File: src/rtl/mc_pkg.sv
// Shared types for the DRAM command path: request ops, DIMM commands, address field map, timing defaults.
// Latency: n/a (types, constants and a pure decode function only).
// Backpressure: n/a.
package mc_pkg;

    typedef enum logic [1:0] {
        OP_READ   = 2'd0,
        OP_WRITE  = 2'd1,
        OP_IFETCH = 2'd2,
        OP_RSVD   = 2'd3
    } op_t;

    typedef enum logic [2:0] {
        CMD_NOP = 3'd0,
        CMD_ACT = 3'd1,
        CMD_RD  = 3'd2,
        CMD_WR  = 3'd3,
        CMD_PRE = 3'd4
    } cmd_t;

    // Physical address map (33-bit address, byte offset addr[1:0] is dropped).
    localparam int ADDR_W   = 33;
    localparam int ROW_W    = 16;
    localparam int COL_W    = 10;
    localparam int BA_W     = 2;
    localparam int BG_W     = 3;
    localparam int ROW_LSB  = 17;
    localparam int COLH_LSB = 11;
    localparam int COLH_W   = 6;
    localparam int COLL_LSB = 2;
    localparam int COLL_W   = 4;
    localparam int BA_LSB   = 9;
    localparam int BG_LSB   = 6;

    // Timing defaults, in DIMM cycles (one DIMM cycle = two clk cycles).
    localparam int T_RCD_DEF   = 39;
    localparam int T_CL_DEF    = 40;
    localparam int T_CWL_DEF   = 38;
    localparam int T_BURST_DEF = 8;
    localparam int T_RP_DEF    = 39;

    typedef struct packed {
        logic [BG_W-1:0]  bg;
        logic [BA_W-1:0]  ba;
        logic [ROW_W-1:0] row;
        logic [COL_W-1:0] col;
    } dram_addr_t;

    // Column is split in the address: high part above the bank bits, low part below the bank group.
    function automatic dram_addr_t decode_addr(input logic [ADDR_W-1:COLL_LSB] a);
        dram_addr_t d;
        d.row = a[ROW_LSB +: ROW_W];
        d.col = {a[COLH_LSB +: COLH_W], a[COLL_LSB +: COLL_W]};
        d.ba  = a[BA_LSB +: BA_W];
        d.bg  = a[BG_LSB +: BG_W];
        return d;
    endfunction

    // Counter width able to hold the longest load value without wrapping.
    function automatic int timer_width(input int rcd, input int cl, input int cwl,
                                       input int burst, input int rp);
        int m;
        m = ((cl > cwl) ? cl : cwl) + burst;
        if (rcd > m) m = rcd;
        if (rp > m) m = rp;
        return $clog2(m + 1);
    endfunction

endpackage

File: src/rtl/dimm_timer.sv
// Loadable down-counter that only counts on DIMM ticks; zero flag reflects the current count.
// Latency: load visible on zero the clk after load; one decrement per tick, saturating at 0.
// Backpressure: none; load takes priority over counting.
// Ports: clk/rst, tick (count enable), load/load_val (synchronous reload), zero (count==0).
module dimm_timer #(
    parameter int W = 6
) (
    input  logic         clk,
    input  logic         rst,
    input  logic         tick,
    input  logic         load,
    input  logic [W-1:0] load_val,
    output logic         zero
);

    logic [W-1:0] cnt;

    always_ff @(posedge clk or posedge rst) begin
        if (rst) begin
            cnt <= '0;
        end else if (load) begin
            cnt <= load_val;
        end else if (tick && (cnt != '0)) begin
            cnt <= cnt - W'(1);
        end
    end

    assign zero = (cnt == '0);

endmodule

File: src/rtl/dram_cmd_sched.sv
// Closed-page DRAM command scheduler: one request -> ACT, RD|WR, PRE on DIMM ticks (every 2nd clk).
// Latency: ACT on the first tick after acceptance; RD/WR T_RCD ticks later; PRE T_CL|T_CWL+T_BURST after.
// Backpressure: req_ready only in IDLE; one request outstanding, entries wait upstream otherwise.
// Ports: req_valid/req_ready/req_op/req_addr (request in), cmd_valid/cmd/cmd_bg/ba/row/col (DIMM
//        command out, fields hold between strobes), busy (any state other than IDLE).
module dram_cmd_sched
    import mc_pkg::*;
#(
    parameter int T_RCD   = T_RCD_DEF,
    parameter int T_CL    = T_CL_DEF,
    parameter int T_CWL   = T_CWL_DEF,
    parameter int T_BURST = T_BURST_DEF,
    parameter int T_RP    = T_RP_DEF
) (
    input  logic              clk,
    input  logic              rst,
    input  logic              req_valid,
    output logic              req_ready,
    input  logic [1:0]        req_op,
    input  logic [ADDR_W-1:0] req_addr,
    output logic              cmd_valid,
    output cmd_t              cmd,
    output logic [BG_W-1:0]   cmd_bg,
    output logic [BA_W-1:0]   cmd_ba,
    output logic [ROW_W-1:0]  cmd_row,
    output logic [COL_W-1:0]  cmd_col,
    output logic              busy
);

    typedef enum logic [2:0] {
        S_IDLE,
        S_ACT,
        S_WAIT_RCD,
        S_RDWR,
        S_WAIT_DATA,
        S_PRE,
        S_WAIT_RP
    } state_t;

    localparam int TW = timer_width(T_RCD, T_CL, T_CWL, T_BURST, T_RP);

    // Waits load N-1: the counter reaches zero on the (N-1)th tick, the FSM leaves the wait state
    // on the following off-tick edge, and the next command lands on the Nth tick.
    localparam logic [TW-1:0] LD_RCD = TW'(T_RCD - 1);
    localparam logic [TW-1:0] LD_RD  = TW'(T_CL + T_BURST - 1);
    localparam logic [TW-1:0] LD_WR  = TW'(T_CWL + T_BURST - 1);
    localparam logic [TW-1:0] LD_RP  = TW'(T_RP - 1);

    state_t     state, state_nxt;
    logic       phase;
    logic       started;
    logic       tick;
    logic       accept;
    logic       req_wr;
    dram_addr_t fld;

    logic          fire;
    cmd_t          cmd_nxt;
    logic          tmr_load;
    logic [TW-1:0] tmr_val;
    logic          tmr_zero;

    logic unused_addr_bits;
    assign unused_addr_bits = ^req_addr[COLL_LSB-1:0];

    // Phase 0 is a tick, so the first edge after reset release is a tick edge.
    assign tick = ~phase;

    // started keeps req_ready low until the first edge after reset release.
    assign req_ready = started && (state == S_IDLE);
    assign busy      = (state != S_IDLE);
    assign accept    = req_valid && req_ready;

    dimm_timer #(
        .W(TW)
    ) u_timer (
        .clk      (clk),
        .rst      (rst),
        .tick     (tick),
        .load     (tmr_load),
        .load_val (tmr_val),
        .zero     (tmr_zero)
    );

    always_ff @(posedge clk or posedge rst) begin
        if (rst) begin
            state <= S_IDLE;
        end else begin
            state <= state_nxt;
        end
    end

    always_comb begin
        state_nxt = state;
        fire      = 1'b0;
        cmd_nxt   = CMD_NOP;
        tmr_load  = 1'b0;
        tmr_val   = '0;
        case (state)
            S_IDLE: begin
                if (accept) state_nxt = S_ACT;
            end
            S_ACT: begin
                if (tick) begin
                    fire      = 1'b1;
                    cmd_nxt   = CMD_ACT;
                    tmr_load  = 1'b1;
                    tmr_val   = LD_RCD;
                    state_nxt = S_WAIT_RCD;
                end
            end
            S_WAIT_RCD: begin
                if (tmr_zero) state_nxt = S_RDWR;
            end
            S_RDWR: begin
                if (tick) begin
                    fire      = 1'b1;
                    cmd_nxt   = req_wr ? CMD_WR : CMD_RD;
                    tmr_load  = 1'b1;
                    tmr_val   = req_wr ? LD_WR : LD_RD;
                    state_nxt = S_WAIT_DATA;
                end
            end
            S_WAIT_DATA: begin
                if (tmr_zero) state_nxt = S_PRE;
            end
            S_PRE: begin
                if (tick) begin
                    fire      = 1'b1;
                    cmd_nxt   = CMD_PRE;
                    tmr_load  = 1'b1;
                    tmr_val   = LD_RP;
                    state_nxt = S_WAIT_RP;
                end
            end
            S_WAIT_RP: begin
                if (tmr_zero) state_nxt = S_IDLE;
            end
            default: state_nxt = S_IDLE;
        endcase
    end

    always_ff @(posedge clk or posedge rst) begin
        if (rst) begin
            phase     <= 1'b0;
            started   <= 1'b0;
            req_wr    <= 1'b0;
            fld       <= '0;
            cmd_valid <= 1'b0;
            cmd       <= CMD_NOP;
            cmd_bg    <= '0;
            cmd_ba    <= '0;
            cmd_row   <= '0;
            cmd_col   <= '0;
        end else begin
            phase     <= ~phase;
            started   <= 1'b1;
            cmd_valid <= fire;
            cmd       <= cmd_nxt;
            if (accept) begin
                // Op 3 is not a write, so it falls into the read path with ops 0 and 2.
                req_wr <= (req_op == OP_WRITE);
                fld    <= decode_addr(req_addr[ADDR_W-1:COLL_LSB]);
            end
            // Only the fields a command carries are refreshed; the rest hold their last value.
            if (fire) begin
                cmd_bg <= fld.bg;
                cmd_ba <= fld.ba;
                case (cmd_nxt)
                    CMD_ACT:        cmd_row <= fld.row;
                    CMD_RD, CMD_WR: cmd_col <= fld.col;
                    default: ;
                endcase
            end
        end
    end

endmodule

File: config.mk
export PLATFORM = sky130hd
export DESIGN_NAME = dram_cmd_sched
export DESIGN_NICKNAME = d
export VERILOG_FILES = /design/src/rtl/mc_pkg.sv /design/src/rtl/dimm_timer.sv /design/src/rtl/dram_cmd_sched.sv
export SDC_FILE = /design/constraint.sdc
export NUM_CORES = 1
export LEC_CHECK = 0
export ABC_AREA = 1
export BUFFER_PORTS_ARGS = -buffer_cell sky130_fd_sc_hd__buf_4
export CAP_MARGIN = 40
export CELL_PAD_IN_SITES_DETAIL_PLACEMENT = 0
export CELL_PAD_IN_SITES_GLOBAL_PLACEMENT = 1
export CORE_MARGIN = 2
export CORE_UTILIZATION = 36
export DETAILED_ROUTE_END_ITERATION = 6
export GPL_ROUTABILITY_DRIVEN = 0
export HOLD_SLACK_MARGIN = 0.15
export PLACE_DENSITY = 0.81
export SLEW_MARGIN = 20
export SYNTH_ARGS = -nofsm -noshare
export SYNTH_HDL_FRONTEND = slang
export SYNTH_SLANG_ARGS = --single-unit
File: constraint.sdc
create_clock -name clk -period 2.1 [get_ports clk]
set_input_delay 0.105 -clock clk [delete_from_list [all_inputs] [get_ports clk]]
set_output_delay 0.105 -clock clk [all_outputs]
set_load 0.1 [all_outputs]
==> impl_metrics.tcl <==
set metrics [dict create \
    regToRegEndpoint "req_wr" \
    synth.top_cell.area_share_pct 62.4 \
    p_sw_uw 780 \
    cts_tree "done" \
    worst_slew_pin_slew_ns 0.525 \
    period_needed_ns 1.81 \
    holdCritPathClass "input port to flip-flop" \
    status "finished clean" \
    clockPowerShare_pct 33.5 \
    synth_area_mm2 0.00313 \
    holdWs_ns 0.312 \
    wl_um 6370 \
    synth.largest_area_cell "dfrtp_1" \
    crit_start "state[1]" \
    syn_to_final_growth_pct 39.0 \
    synth_area_leaders "dfrtp_1 (62%), nand2_1 (14%), o21ai_0 (6.9%)" \
    worstSetupStartpointType "flip-flop" \
    fin_cells 556 \
    hpwl_um 4180 \
    power_frac_comb_pct 13.5 \
    sw_frac_of_total_pct 26.1 \
    numPortBuffers 72 \
    grt_usage_pct 14.4 \
    ios 75 \
    power.density_mw_per_mm2 689 \
    synth_ff_type "dfrtp_1" \
    tns_ns 0 \
    start_util_pct 37.7 \
    dieArea_mm2 0.00945 \
    drt_pass1_iterations 4 \
    drc_errors 0 \
    vias_per_cell 4.48 \
    cts_buffer_depth 2 \
    path_max_fanout 6 \
    synth_edf_count 0 \
    ant_nets 0 \
    place_area_mm2 0.00382 \
    required_ns 2.37 \
    slew_headroom_pct 64.9 \
    critPathKind "flip-flop to flip-flop" \
    drive_gt1_share_pct 24.6 \
    p_seq_share_pct 53.0 \
    place_inst 506 \
    fin_ws_ns 0.286 \
    seq_area_frac_synth_pct 62.4 \
    critPathBufInv 1 \
    wire_per_inst_um 11.5 \
    cts.root.buffer_cell "clkbuf_8" \
    synthCells 334 \
    peakVddDrop_mv 0.367 \
    cts-resized-gates 0 \
    synth.avg_cell_area_um2 9.36 \
    grt_antenna_before_repair 0 \
    endpoint "req_wr" \
    diodes 0 \
    num_vias 2489 \
    path_depth 6 \
    p_leak_nw 2.26 \
    clk_pin_slew_worst_paths_ns 0.08 \
    cp_slowest_cell "dlygate4sd3_1" \
    worstPathArrival_ns 2.09 \
    finalCritPeriodShare_pct 86.4 \
    synth_warnings 0 \
    max_freq_ghz 0.551 \
    setup_violations 0 \
    async_flop_share_pct 100 \
    place_ws_ns 0.460 \
    synthDistinctLibCells 22 \
    crit_chain "nor2_2 -> nand2_2 -> nor3_4 -> nand3_1 -> dlygate4sd3_1 -> o21ai_0" \
    rows 33 \
    rsz0062_at_grt "false" \
    fill_cells 768 \
    nets 488 \
    grt_max_degree 57 \
    grt_pass1_vias 2375 \
    critPathTopFamily "simple AND/OR/NAND/NOR gates" \
    synth_nets 374 \
    report.final.hold_viol_count 0 \
    register_area_mm2 0.00195 \
    cp-end-kind "flip-flop" \
    critPathMaxStageDelay_ns 0.56 \
    skew_ns 0.00906 \
    globalRouteOverflowTotal 0 \
    power_mw 2.99 \
    cts_max_level 3 \
    clkSinkCount 78 \
    final_core_utilization_pct 52.4 \
    reg2reg_depth 6 \
    r2r-start "state[1]" \
    drv_slew 0 \
    core_mm2 0.00830 \
    reg2reg_slack_ns 0.29 \
    drv_cap 0 \
    first_iter_violations 109 \
    fp.dieH_um 97.2 \
    dieWidth_um 97.2 \
    numCtsBuffers 9 \
    multi_input_area_um2 976 \
    grt_pass1_wl_um 11000 \
    final_area_mm2 0.00435 \
    synth_seq_cells 78 \
    clock_latency_ns 0.35 \
    p_int_mw 2.21 \
]
-- cell usage in the layout (no fill, tap or decap) --
| master | count |
|---|---|
| clkbuf_8 | 12 |
| nand3_1 | 12 |
| nor2_1 | 7 |
| ha_1 | 2 |
| nor3_4 | 1 |
| clkinv_2 | 1 |
| nor2_2 | 2 |
| inv_2 | 2 |
| conb_1 | 1 |
| nand2_2 | 2 |
| dfrtp_1 | 78 |
| a21oi_1 | 1 |
| nor2_4 | 1 |
| xnor2_1 | 1 |
| buf_12 | 2 |
| o21ai_0 | 43 |
| nand4_1 | 4 |
| clkbuf_1 | 1 |
| nand2_1 | 118 |
| or2_2 | 1 |
| mux2_2 | 8 |
| buf_4 | 78 |
| o21ai_1 | 3 |
| inv_1 | 35 |
| dlygate4sd3_1 | 34 |
| clkinvlp_4 | 1 |
-- tightest hold or removal path, delay by kind of cell --
kind | cells | cell delay (ns)
buffers and inverters | 3 | 0.29
AO/OA/AOI/OAI | 1 | 0.06
AND/OR/NAND/NOR | 1 | 0.16
-- power by group through the flow --
stage | registers, mW | logic (mW) | clock network (mW)
floorplan | 1.78 | 0.0728 | 0
global placement | 1.61 | 0.357 | 0
detailed placement | 1.62 | 0.360 | 0
CTS | 1.59 | 0.409 | 1.05
global route | 1.59 | 0.434 | 1.11
finish | 1.59 | 0.404 | 1.00
-- logic make-up (layout without fill, tap and decap cells) --
group	Yosys count	count (layout)	share of synthesized area, %
muxes	8	8	2.88
adders and majority gates	2	2	0.800
xor gates and xnor gates	1	1	0.280
and+or+nand+nor	148	148	19.5
other	1	1	0.120
AOI/OAI and AO/OA	47	47	7.52
DFF	78	78	62.4
buffers and inverters	49	166	6.44
-- metal layers --
layer / global-route usage [%] / wire length [um] / vias up
met5: 0 / 0 / -
met4: 6.83 / 136 / 0
met3: 3.02 / 324 / 9
met2: 22.0 / 2900 / 60
met1: 19.7 / 3010 / 1151
li1: - / - / 1269
-- synth_stat cells, types with 2 or more instances --
master and instances:
o21ai_1 3, nand3_1 12, ha_1 2, nand2_1 118, mux2_2 8, nor2_1 8, nand4_1 4, nand2_2 2
inv_1 36, o21ai_0 43, clkbuf_1 3, buf_2 5, inv_2 2, dfrtp_1 78, buf_4 3
-- worst min path at each step --
stage                startpoint          end  cells after the start
finish                req_valid       req_wr                      5
global route          req_valid       req_wr                      5
detailed placement          rst  cmd_row[10]                      2
floorplan           req_addr[7]      fld[29]                      2
global placement            rst      fld[17]                      2
CTS                   req_valid       req_wr                      4
-- final cells by class --
cell class              count  area share, %
clock buffers              13           3.89
clock inverters             1          0.115
inverters                  38           3.37
multi-input cells         207           22.5
flip-flops and latches     78           44.9
well taps                 105           3.02
repair buffers            114           22.2
-- registers in the layout (all words and copies together), names as in the netlist --
signal / count
u_timer.cnt: 6
cmd_valid: 1
cmd_bg: 3
started: 1
req_wr: 1
state: 3
cmd: 3
cmd_row: 16
cmd_ba: 2
phase: 1
fld: 31
cmd_col: 10
-- what timing repair did --
item | in CTS | in global routing
buffers inserted | 0 | 2
hold buffers | 34 | 0
setup endpoints to repair | 0 | 1
hold endpoints to repair | 54 | 0
Power figures use the tool's default switching activity.
